## src/rtl/hnf_txrsp.sv

```systemverilog
// HNF TXRSP channel: response flit queue with CHI link-layer credit flow control.
// Flits are queued, announced via txrspflitpend, then sent one cycle later when a credit is held.
package hnf_txrsp_pkg;
  typedef struct packed {
    logic [3:0] qos;
    logic [6:0] tgtid;
    logic [6:0] srcid;
    logic [7:0] txnid;
    logic [3:0] opcode;
    logic [1:0] resperr;
    logic [2:0] resp;
    logic [7:0] dbid;
  } rspflit_t;
endpackage

module hnf_txrsp
  import hnf_txrsp_pkg::*;
#(
  parameter int unsigned DEPTH    = 4,
  parameter int unsigned MAX_LCRD = 15
) (
  input  logic                 clock,
  input  logic                 reset_n,
  input  logic [$bits(rspflit_t)-1:0] rsp_in,
  input  logic                 rsp_in_v,
  output logic                 rsp_in_rdy,
  output rspflit_t             txrspflit,
  output logic                 txrspflitv,
  output logic                 txrspflitpend,
  input  logic                 txrsplcrdv,
  output logic [3:0]           txrsp_lcrd_cnt,
  output logic                 txrsp_lcrd_err
);

  localparam int unsigned AW = $clog2(DEPTH);
  localparam logic [AW:0] PTR_ONE = {{AW{1'b0}}, 1'b1};
  localparam logic [3:0]  MAX_CNT = 4'(MAX_LCRD);

  rspflit_t      mem [DEPTH];
  logic [AW:0]   wr_ptr;
  logic [AW:0]   rd_ptr;
  logic [3:0]    lcrd_cnt;
  logic [3:0]    lcrd_nxt;
  logic          err_set;
  logic          full;
  logic          empty;
  logic          push;
  logic          send_en;

  assign empty   = (wr_ptr == rd_ptr);
  assign full    = (wr_ptr[AW] != rd_ptr[AW]) && (wr_ptr[AW-1:0] == rd_ptr[AW-1:0]);
  // Ready depends only on full so a same-cycle pop never opens a slot early.
  assign rsp_in_rdy     = ~full;
  assign push           = rsp_in_v & rsp_in_rdy;
  assign send_en        = txrspflitpend & ~empty & (lcrd_cnt != 4'd0);
  assign txrsp_lcrd_cnt = lcrd_cnt;

  always_comb begin
    lcrd_nxt = lcrd_cnt;
    err_set  = 1'b0;
    unique case ({txrsplcrdv, send_en})
      2'b10: begin
        if (lcrd_cnt == MAX_CNT) err_set = 1'b1;
        else                     lcrd_nxt = lcrd_cnt + 4'd1;
      end
      2'b01:   lcrd_nxt = lcrd_cnt - 4'd1;
      default: lcrd_nxt = lcrd_cnt;
    endcase
  end

  always_ff @(posedge clock) begin
    if (push) mem[wr_ptr[AW-1:0]] <= rspflit_t'(rsp_in);
  end

  always_ff @(posedge clock or negedge reset_n) begin
    if (!reset_n) begin
      wr_ptr         <= '0;
      rd_ptr         <= '0;
      lcrd_cnt       <= '0;
      txrspflit      <= '0;
      txrspflitv     <= 1'b0;
      txrspflitpend  <= 1'b0;
      txrsp_lcrd_err <= 1'b0;
    end else begin
      if (push) wr_ptr <= wr_ptr + PTR_ONE;
      if (send_en) begin
        rd_ptr     <= rd_ptr + PTR_ONE;
        txrspflit  <= mem[rd_ptr[AW-1:0]];
        txrspflitv <= 1'b1;
      end else begin
        txrspflitv <= 1'b0;
      end
      txrspflitpend <= ~empty | rsp_in_v;
      lcrd_cnt      <= lcrd_nxt;
      if (err_set) txrsp_lcrd_err <= 1'b1;
    end
  end

endmodule
```

## config.mk

```make
export PLATFORM = sky130hd
export DESIGN_NAME = hnf_txrsp
export DESIGN_NICKNAME = d
export VERILOG_FILES = /design/src/rtl/hnf_txrsp.sv
export SDC_FILE = /design/constraint.sdc
export NUM_CORES = 1
export LEC_CHECK = 0
export ABC_AREA = 1
export CORE_MARGIN = 4
export CORE_UTILIZATION = 60
export CTS_CLUSTER_DIAMETER = 80
export DETAILED_ROUTE_END_ITERATION = 8
export PLACE_DENSITY = 0.88
export SLEW_MARGIN = 10
export SYNTH_ARGS = -nofsm -noshare
export SYNTH_HDL_FRONTEND = slang
export SYNTH_SLANG_ARGS = --single-unit
```

## constraint.sdc

```tcl
create_clock -name clock -period 6.3 [get_ports clock]
set_input_delay 0.945 -clock clock [delete_from_list [all_inputs] [get_ports clock]]
set_output_delay 0.945 -clock clock [all_outputs]
set_load 0.05 [all_outputs]
```

# After elaboration in Yosys (flattened, before gate mapping)
# Memories as Yosys holds them, arrays and structs flattened. A register that Yosys moved wholly into a read port is not among the register bits.
# Index checks and enable logic that the tools add are counted.
# op_classes
n_reduce_logical	5
bitwise_logic	6
add_sub_neg	4
eq_ne	7
muxes	7
# op_table
op	n
$pmux W4 S2	1
$add A3 B1 Y3 const B	2
$mux W1	5
$add A4 B1 Y4 const B	1
$eq A4 B4 Y1 const B	1
$mux W4	1
$reduce_bool A4 Y1	1
$sub A4 B1 Y4 const B	1
$and A1 B1 Y1	3
$eq A3 B3 Y1	1
$eq A2 B1 Y1 const B	1
$eq A2 B2 Y1	1
$eq A2 B2 Y1 const B	1
$ne A2 B2 Y1 const B	1
$not A1 Y1	2
$reduce_and A2 Y1	1
$reduce_bool A2 Y1	1
$logic_and A1 B1 Y1	1
$logic_not A1 Y1	1
$ne A1 B1 Y1	1
$or A1 B1 Y1	1
# totals
word_cells	36
ramBits	172
inputBits	47
mem_count	1
regBits	13
output_inout_bits	51
# mem_list
memory	depth	width	read_ports	rd_clocked_by_memory_dff	write_ports	line	text
mem	4	43	1	1	1	39	rspflit_t mem [DEPTH];

# Logic depth before layout (Yosys ltp)
# Gate-level depths: netlist (run 1).
# depth
depth_word	7
mapped_depth	15
depth_no_buf	14

# Worst setup path after synthesis (run 1)
# Ideal clock, no wire load.
# synth_path
path_kind	register to register
start	reg rd_ptr[0]
end	mem mem[0][0] in the netlist's numbering (enable)
t_required_ps	5856
synth_period_minus_slack_ps	3614
t_arrival_ps	3170
setup_time_ps	444
stages_incl_launch_ff	7
slack_ps	2686
n_path_buf	1
cell_sequence	dfrtp_1 > buf_4 > nand2_1 > nand2_2 > nand4_1 > nand2_2 > nor2_1
# synth_via
elab_chain_len	6
# synth_rtl
item	line	text
start: declaration	41	logic [AW:0] rd_ptr;
start signal: assignment	87	rd_ptr <= rd_ptr + PTR_ONE;
$eq A2 B2 Y1	51	assign full = (wr_ptr[AW] != rd_ptr[AW]) && (wr_ptr[AW-1:0] == rd_ptr[AW-1:0]);
$logic_and A1 B1 Y1	51	
$not A1 Y1	53	assign rsp_in_rdy = ~full;
net rsp_in_rdy	26	output logic rsp_in_rdy,
$and A1 B1 Y1	54	assign push = rsp_in_v & rsp_in_rdy;
$mux W1	72	if (push) mem[wr_ptr[AW-1:0]] <= rspflit_t'(rsp_in);
$mux W1 (not written as such)	72	
end: declaration	39	
# The timed path passes the listed nets, and every way through them passes these cells.

# Final worst setup path (run 1)
# layout_path
start	reg rd_ptr[0]
end	out rsp_in_rdy
# layout_via
elab_chain_len	3
# layout_rtl
item	line
$eq A2 B2 Y1	51
$logic_and A1 B1 Y1	51
$not A1 Y1	53
end: declaration	26
# No other way between the ends.

==> impl_metrics.env, run 1 <==
export IMPL_grtUsageTotal_pct=23.03
export IMPL_skew_ns=0.008193
export IMPL_clk_path_buf_depth=3
export IMPL_grt_pass1_wl_mm=30.15
export IMPL_rsz0062_at_grt="false"
export IMPL_cts_root_buf="clkbuf_16"
export IMPL_dr_pass1_iters=5
export IMPL_n_antenna_cell=0
export IMPL_clk_latency_ns=0.49
export IMPL_synth_fa_ha_area_share_pct=1.223
export IMPL_tightest_slew_ns=0.9842
export IMPL_vias=5765
export IMPL_place_congestion=0.7763
export IMPL_end_kind="output port"
export IMPL_p_leak_nw=3.795
export IMPL_layout_commonest_cell="nor2_1"
export IMPL_synth_area_sq_um=8796
export IMPL_slew_viol_final=0
export IMPL_synth_seq_area_share_pct=74.65
export IMPL_vias_per_cell=5.919
export IMPL_max_slew_margin_rel_pct=34.39
export IMPL_synth_xor_area_share_pct=0.6828
export IMPL_drc_errors=0
export IMPL_hold_class="reg -> reg"
export IMPL_drt_wl_total_mm=18.88
export IMPL_crit_fanout=89
export IMPL_cts_buffers=22
export IMPL_start_util_pct=62.40
export IMPL_cts_num_sinks=228
export IMPL_synthesis_nets=745
export IMPL_syn2layout_area_growth_pct=19.29
export IMPL_final_cell_mix="nor2_1 (220), edfxtp_1 (172), clkdlybuf4s50_1 (96)"
export IMPL_hpwl_mm=10.61
export IMPL_synth_cell_types=29
export IMPL_startpoint_type="flop"
export IMPL_grt_pass1_vias=6123
export IMPL_syn_area_per_cell_sq_um=12.75
export IMPL_required_ns=5.35
export IMPL_setup_violations=0
export IMPL_nets=834
export IMPL_fin_crit_ns=4.330
export IMPL_grt_remaining_overflow=0
export IMPL_synth_top_family_by_area="simple AND/OR/NAND/NOR gates"
export IMPL_post_route_period_util_pct=68.73
export IMPL_drive_gt1_share_pct=7.179
export IMPL_clock_fmax_ghz=0.2310
export IMPL_placed_cell_area_sq_um=9843
export IMPL_synth_area_mux_share_pct=0
export IMPL_grt_max_degree=91
export IMPL_fin_area_sq_um=10490
export IMPL_pin_count=98
export IMPL_drtAntennaViolNets=0
export IMPL_die_area_sq_um=16660
export IMPL_synth_seq_cells=228
export IMPL_core_area_sq_um=14100
export IMPL_hold_viol=0
export IMPL_fp_dieH_microns=129.1
export IMPL_postCtsSetupRepairBufs=0
export IMPL_path_class="reg -> out"
export IMPL_cts_tree="yes"
export IMPL_yosys_warnings=0
export IMPL_tns_ns=0
export IMPL_fp_row_count=43
export IMPL_antenna_found_initial=0
export IMPL_post_drt_wl_per_cell_microns=19.39
export IMPL_peakVddDrop_uv=448.9
export IMPL_port_buffers=97
export IMPL_hold_buffers=0
export IMPL_p_per_area_nw_per_um2=574.6
export IMPL_cts_resized=0
export IMPL_htree_num_levels=1
export IMPL_drt_iter0_drc=479
export IMPL_synthCells=690
export IMPL_max_cap_viol_count=0
export IMPL_outcome="finished, final reports clean"
export IMPL_critPathArrivalTime_ns=3.38
export IMPL_yosys_area_share_simple_pct=11.61
export IMPL_die_w_microns=129.1
export IMPL_clkSlewWorstSetupHoldPaths_ns=0.06
export IMPL_synth_compound_area_share_pct=8.478
==> final cells by class <==
| type | instances | area [sq um] |
|---|---|---|
| repair buffers | 102 | 1003 |
| fillers | 809 | 3603 |
| clock buffers | 29 | 598.1 |
| inverters | 19 | 81.33 |
| well taps | 180 | 225.2 |
| multi-input cells | 406 | 1962 |
| clock inverters | 10 | 51.30 |
| flip-flops and latches | 228 | 6571 |
==> per-stage QoR <==
| stage | hold WS, ns | setup WS, ns | instances | power, W | utilization, % |
|---|---|---|---|---|---|
| 2_1_floorplan | 0.4632 | 2.686 | 690 | 0.004121 | - |
| 3_3_place_gp | 0.4636 | 2.642 | 935 | 0.004676 | 69.83 |
| 3_5_place_dp | 0.4836 | 2.541 | 935 | 0.004827 | 69.83 |
| 4_1_cts | 0.5009 | 2.021 | 974 | 0.006051 | 74.44 |
| 5_1_grt | 0.5427 | 1.758 | 974 | 0.006361 | 74.44 |
| 6_report | 0.4991 | 1.970 | 974 | 0.006029 | 74.44 |
==> cells by family after synthesis <==
family,Yosys count
flip-flops,228
AND/OR/NAND/NOR,256
XOR/XNOR,6
adder cells (fa/ha/maj),8
AO/OA/AOI/OAI,136
buffers and inverters,56
==> path summary, 6_finish.rpt <==
kind	start	cells past startpoint	endpoint	slack, ns
worst max-delay path	rd_ptr[0]$_DFFE_PN0P_	5	rsp_in_rdy	1.97
worst min-delay path	txrsp_lcrd_err$_DFFE_PN0P_	1	txrsp_lcrd_err$_DFFE_PN0P_	0.50
worst max register to register	rd_ptr[0]$_DFFE_PN0P_	14	txrsp_lcrd_cnt[3]$_DFFE_PN0P_	2.91
worst min register to register	txrsp_lcrd_err$_DFFE_PN0P_	1	txrsp_lcrd_err$_DFFE_PN0P_	0.50
max in group asynchronous	reset_n	2	rd_ptr[0]$_DFFE_PN0P_	5.09
min in group asynchronous	reset_n	2	txrspflit[9]$_DFFE_PN0P_	0.61
==> state kept, by name, summed over array words and instances (netlist names) <==
name,cells
rd_ptr,3
txrspflit,43
mem,172
txrspflitpend,1
txrsp_lcrd_err,1
wr_ptr,3
txrsp_lcrd_cnt,4
txrspflitv,1
==> report_power, final <==
| group | internal, W | leakage [nW] | switching [W] |
|---|---|---|---|
| Clock | 0.000669 | 0.326 | 0.000519 |
| Sequential | 0.00209 | 2.22 | 0.000331 |
| Combinational | 0.000754 | 1.25 | 0.00166 |
| Total | 0.00352 | 3.80 | 0.00251 |
==> routing by layer <==
layer / up-vias / part of all wire, % / GRT usage [%]
met2: 294 / 53 / 40.06
met3: 56 / 7.1 / 3.875
met1: 2827 / 37 / 28.67
li1: 2588 / - / -
met5: - / 0 / 0
met4: 0 / 3.1 / 10.07
==> cell usage after synthesis, drive strengths merged <==
cell | number | area [sq um]
nand4 | 4 | 25.02
edfxtp | 172 | 5165
xnor2 | 1 | 8.760
dfrtp | 56 | 1401
a21oi | 2 | 10.01
ha | 7 | 87.58
or2 | 1 | 6.260
a31oi | 43 | 269.0
nor2 | 224 | 843.3
buf | 22 | 157.7
nand2 | 21 | 98.84
a21boi | 1 | 11.26
o21ai | 88 | 440.4
o21bai | 2 | 15.01
clkbuf | 15 | 56.30
nand3 | 6 | 47.55
xor2 | 5 | 51.30
fa | 1 | 20.02
inv | 19 | 81.33
==> critical path, cell delays in order, from the launching register on <==
cell             delay (ns)
dfrtp_4                1.02
inv_4                  0.53
nand2_1                0.19
nand2_2                0.09
nand4_1                0.16
clkdlybuf4s50_1        0.83
Power figures use the tool's default switching activity.
==> run 2, diff against run 1 <==
CORE_UTILIZATION = 56   (was 60)
PLACE_DENSITY = 0.83   (was 0.88)
clock period = 4.5 ns   (was 6.3 ns; I/O delays follow)
==> run 2 against run 1 <==
Register-to-register slack worse by 1.5 ns. Power up 41%. Non-clock buffer count rose by 2. Via count decreased by 2.4%. Sequential share of layout area is 0.71 points lower. Critical endpoint unchanged. Routed wire length down 1.9%. Critical path type unchanged. Sequential power is 33% higher. Critical path depth unchanged. Clock skew rose by 0.0087 ns.
==> impl_metrics.env, run 2 (synthesis gave the netlist of run 1 again) <==
export IMPL_die_area_sq_um=17780
export IMPL_post_route_period_util_pct=76.77
export IMPL_fp_row_count=45
export IMPL_drt_wl_total_mm=18.53
export IMPL_n_antenna_cell=0
export IMPL_grt_max_degree=91
export IMPL_required_ns=3.83
export IMPL_power_total_w=0.008484
export IMPL_hold_ws_ns=0.2036
export IMPL_drive_gt1_share_pct=7.259
export IMPL_die_w_microns=133.3
export IMPL_multiInputGateArea_sq_um=1962
export IMPL_dr_pass1_iters=5
export IMPL_core_area_sq_um=15310
export IMPL_tns_ns=0
export IMPL_grt_pass1_wl_mm=29.79
export IMPL_crit_fanout=88
export IMPL_hold_viol=0
export IMPL_hold_class="in -> async"
export IMPL_place_congestion=0.7592
export IMPL_pin_count=98
export IMPL_grt_pass1_vias=5833
export IMPL_r2r_start="rd_ptr[1]$_DFFE_PN0P_"
export IMPL_final_core_util_pct=69.30
export IMPL_path_class="reg -> out"
export IMPL_clkSlewWorstSetupHoldPaths_ns=0.06
export IMPL_grt_remaining_overflow=0
export IMPL_p_leak_nw=3.820
export IMPL_peakVddDrop_uv=548.6
export IMPL_worstReg2RegEnd="mem[3][8]$_DFFE_PP_"
export IMPL_cp_slowest_cell="clkdlybuf4s50_1"
export IMPL_crit_path_cell_trace="buf_4 -> nand2_1 -> nand2_2 -> nand4_1 -> clkdlybuf4s50_1"
export IMPL_cts_tree="yes"
export IMPL_critPathArrivalTime_ns=2.78
export IMPL_fill_cells=1031
export IMPL_clk_path_buf_depth=3
export IMPL_p_per_area_nw_per_um2=799.4
export IMPL_max_slew_margin_rel_pct=42.21
export IMPL_reg2reg_depth=7
export IMPL_cts_buffers=23
export IMPL_clk_latency_ns=0.51
export IMPL_hold_buffers=0
export IMPL_cts_root_buf="clkbuf_16"
export IMPL_skew_ns=0.01685
export IMPL_vias=5624
export IMPL_clock_fmax_ghz=0.2895
export IMPL_fin_crit_ns=3.454
export IMPL_grtUsageTotal_pct=20.92
export IMPL_port_buffers=97
export IMPL_startpoint_type="flop"
export IMPL_largest_reg_flops=172
export IMPL_cts_resized=0
export IMPL_post_drt_wl_per_cell_microns=18.34
export IMPL_tightest_slew_ns=0.8669
export IMPL_outcome="finished, final reports clean"
export IMPL_vias_per_cell=5.568
export IMPL_critPathMaxStageDelay_ns=0.74
export IMPL_postCtsSetupRepairBufs=0
export IMPL_drt_iter0_drc=471
export IMPL_drtAntennaViolNets=0
export IMPL_antenna_found_initial=0
export IMPL_r2r_slack_ns=1.45
export IMPL_hpwl_mm=10.94
export IMPL_cts_num_sinks=228
export IMPL_regArea_sq_um=6571
export IMPL_layout_commonest_cell="nor2_1"
export IMPL_start_util_pct=57.43
export IMPL_setup_violations=0
export IMPL_end_kind="output port"
export IMPL_htree_num_levels=1
export IMPL_max_cap_viol_count=0
export IMPL_final_cell_mix="nor2_1 (220), edfxtp_1 (172), clkdlybuf4s50_1 (96)"
export IMPL_slew_viol_final=0
export IMPL_nets=837
export IMPL_syn2layout_area_growth_pct=20.65
export IMPL_drc_errors=0
export IMPL_rsz0062_at_grt="false"
export IMPL_fp_dieH_microns=133.3
-- run 2: cell types whose count changed in the layout (fill, tap and decap cells not counted), sizes merged --
cell,previous run,this run
buf,6,8
bufinv,0,1
clkinvlp,0,1
clkbuf,29,30
-- run 2: worst max path at each step --
stage | depth (start not counted) | to | start
after global placement | 7 | mem[3][32]$_DFFE_PP_ | rd_ptr[1]$_DFFE_PN0P_
after global routing | 5 | rsp_in_rdy | rd_ptr[0]$_DFFE_PN0P_
after CTS | 5 | rsp_in_rdy | rd_ptr[0]$_DFFE_PN0P_
after floorplan | 6 | mem[0][0]$_DFFE_PP_ | rd_ptr[0]$_DFFE_PN0P_
final | 5 | rsp_in_rdy | rd_ptr[0]$_DFFE_PN0P_
after detailed placement | 7 | mem[3][10]$_DFFE_PP_ | rd_ptr[1]$_DFFE_PN0P_
-- run 2: area by class of cell --
cell class                      instances  area share (%)
Timing Repair Buffer                  104           9.833
Inverter                               19          0.7663
Sequential cell                       228           61.92
Multi-Input combinational cell        406           18.49
Tap cell                              211           2.488
Clock inverter                         12          0.8371
Clock buffer                           30           5.671
-- run 2: critical path: cells and delay by family (launching register included) --
kind          cells  cell delay, ns
buf+inv           2            1.43
flops             1            0.42
simple gates      3            0.44
-- run 2: layer usage --
layer | up-vias | global-route usage (%) | wire [microns]
met5 | - | 0 | 0
met4 | 0 | 6.457 | 403
met3 | 30 | 3.890 | 1200
met2 | 227 | 37.56 | 9696
met1 | 2763 | 25.88 | 7226
li1 | 2604 | - | -
-- run 2: where the power goes --
group          internal, W  switching (W)
clock              0.00100       0.000757
sequential         0.00293       0.000286
combinational      0.00108        0.00243
-- run 2: through the flow --
step,setup slack [ns],instances,cell area [sq um]
after CTS,1.036,1008,10570
final,1.046,1010,10610
after floorplan,0.8861,690,8796
after global routing,0.8562,1010,10610
after global placement,1.577,966,9882
after detailed placement,1.452,966,9882
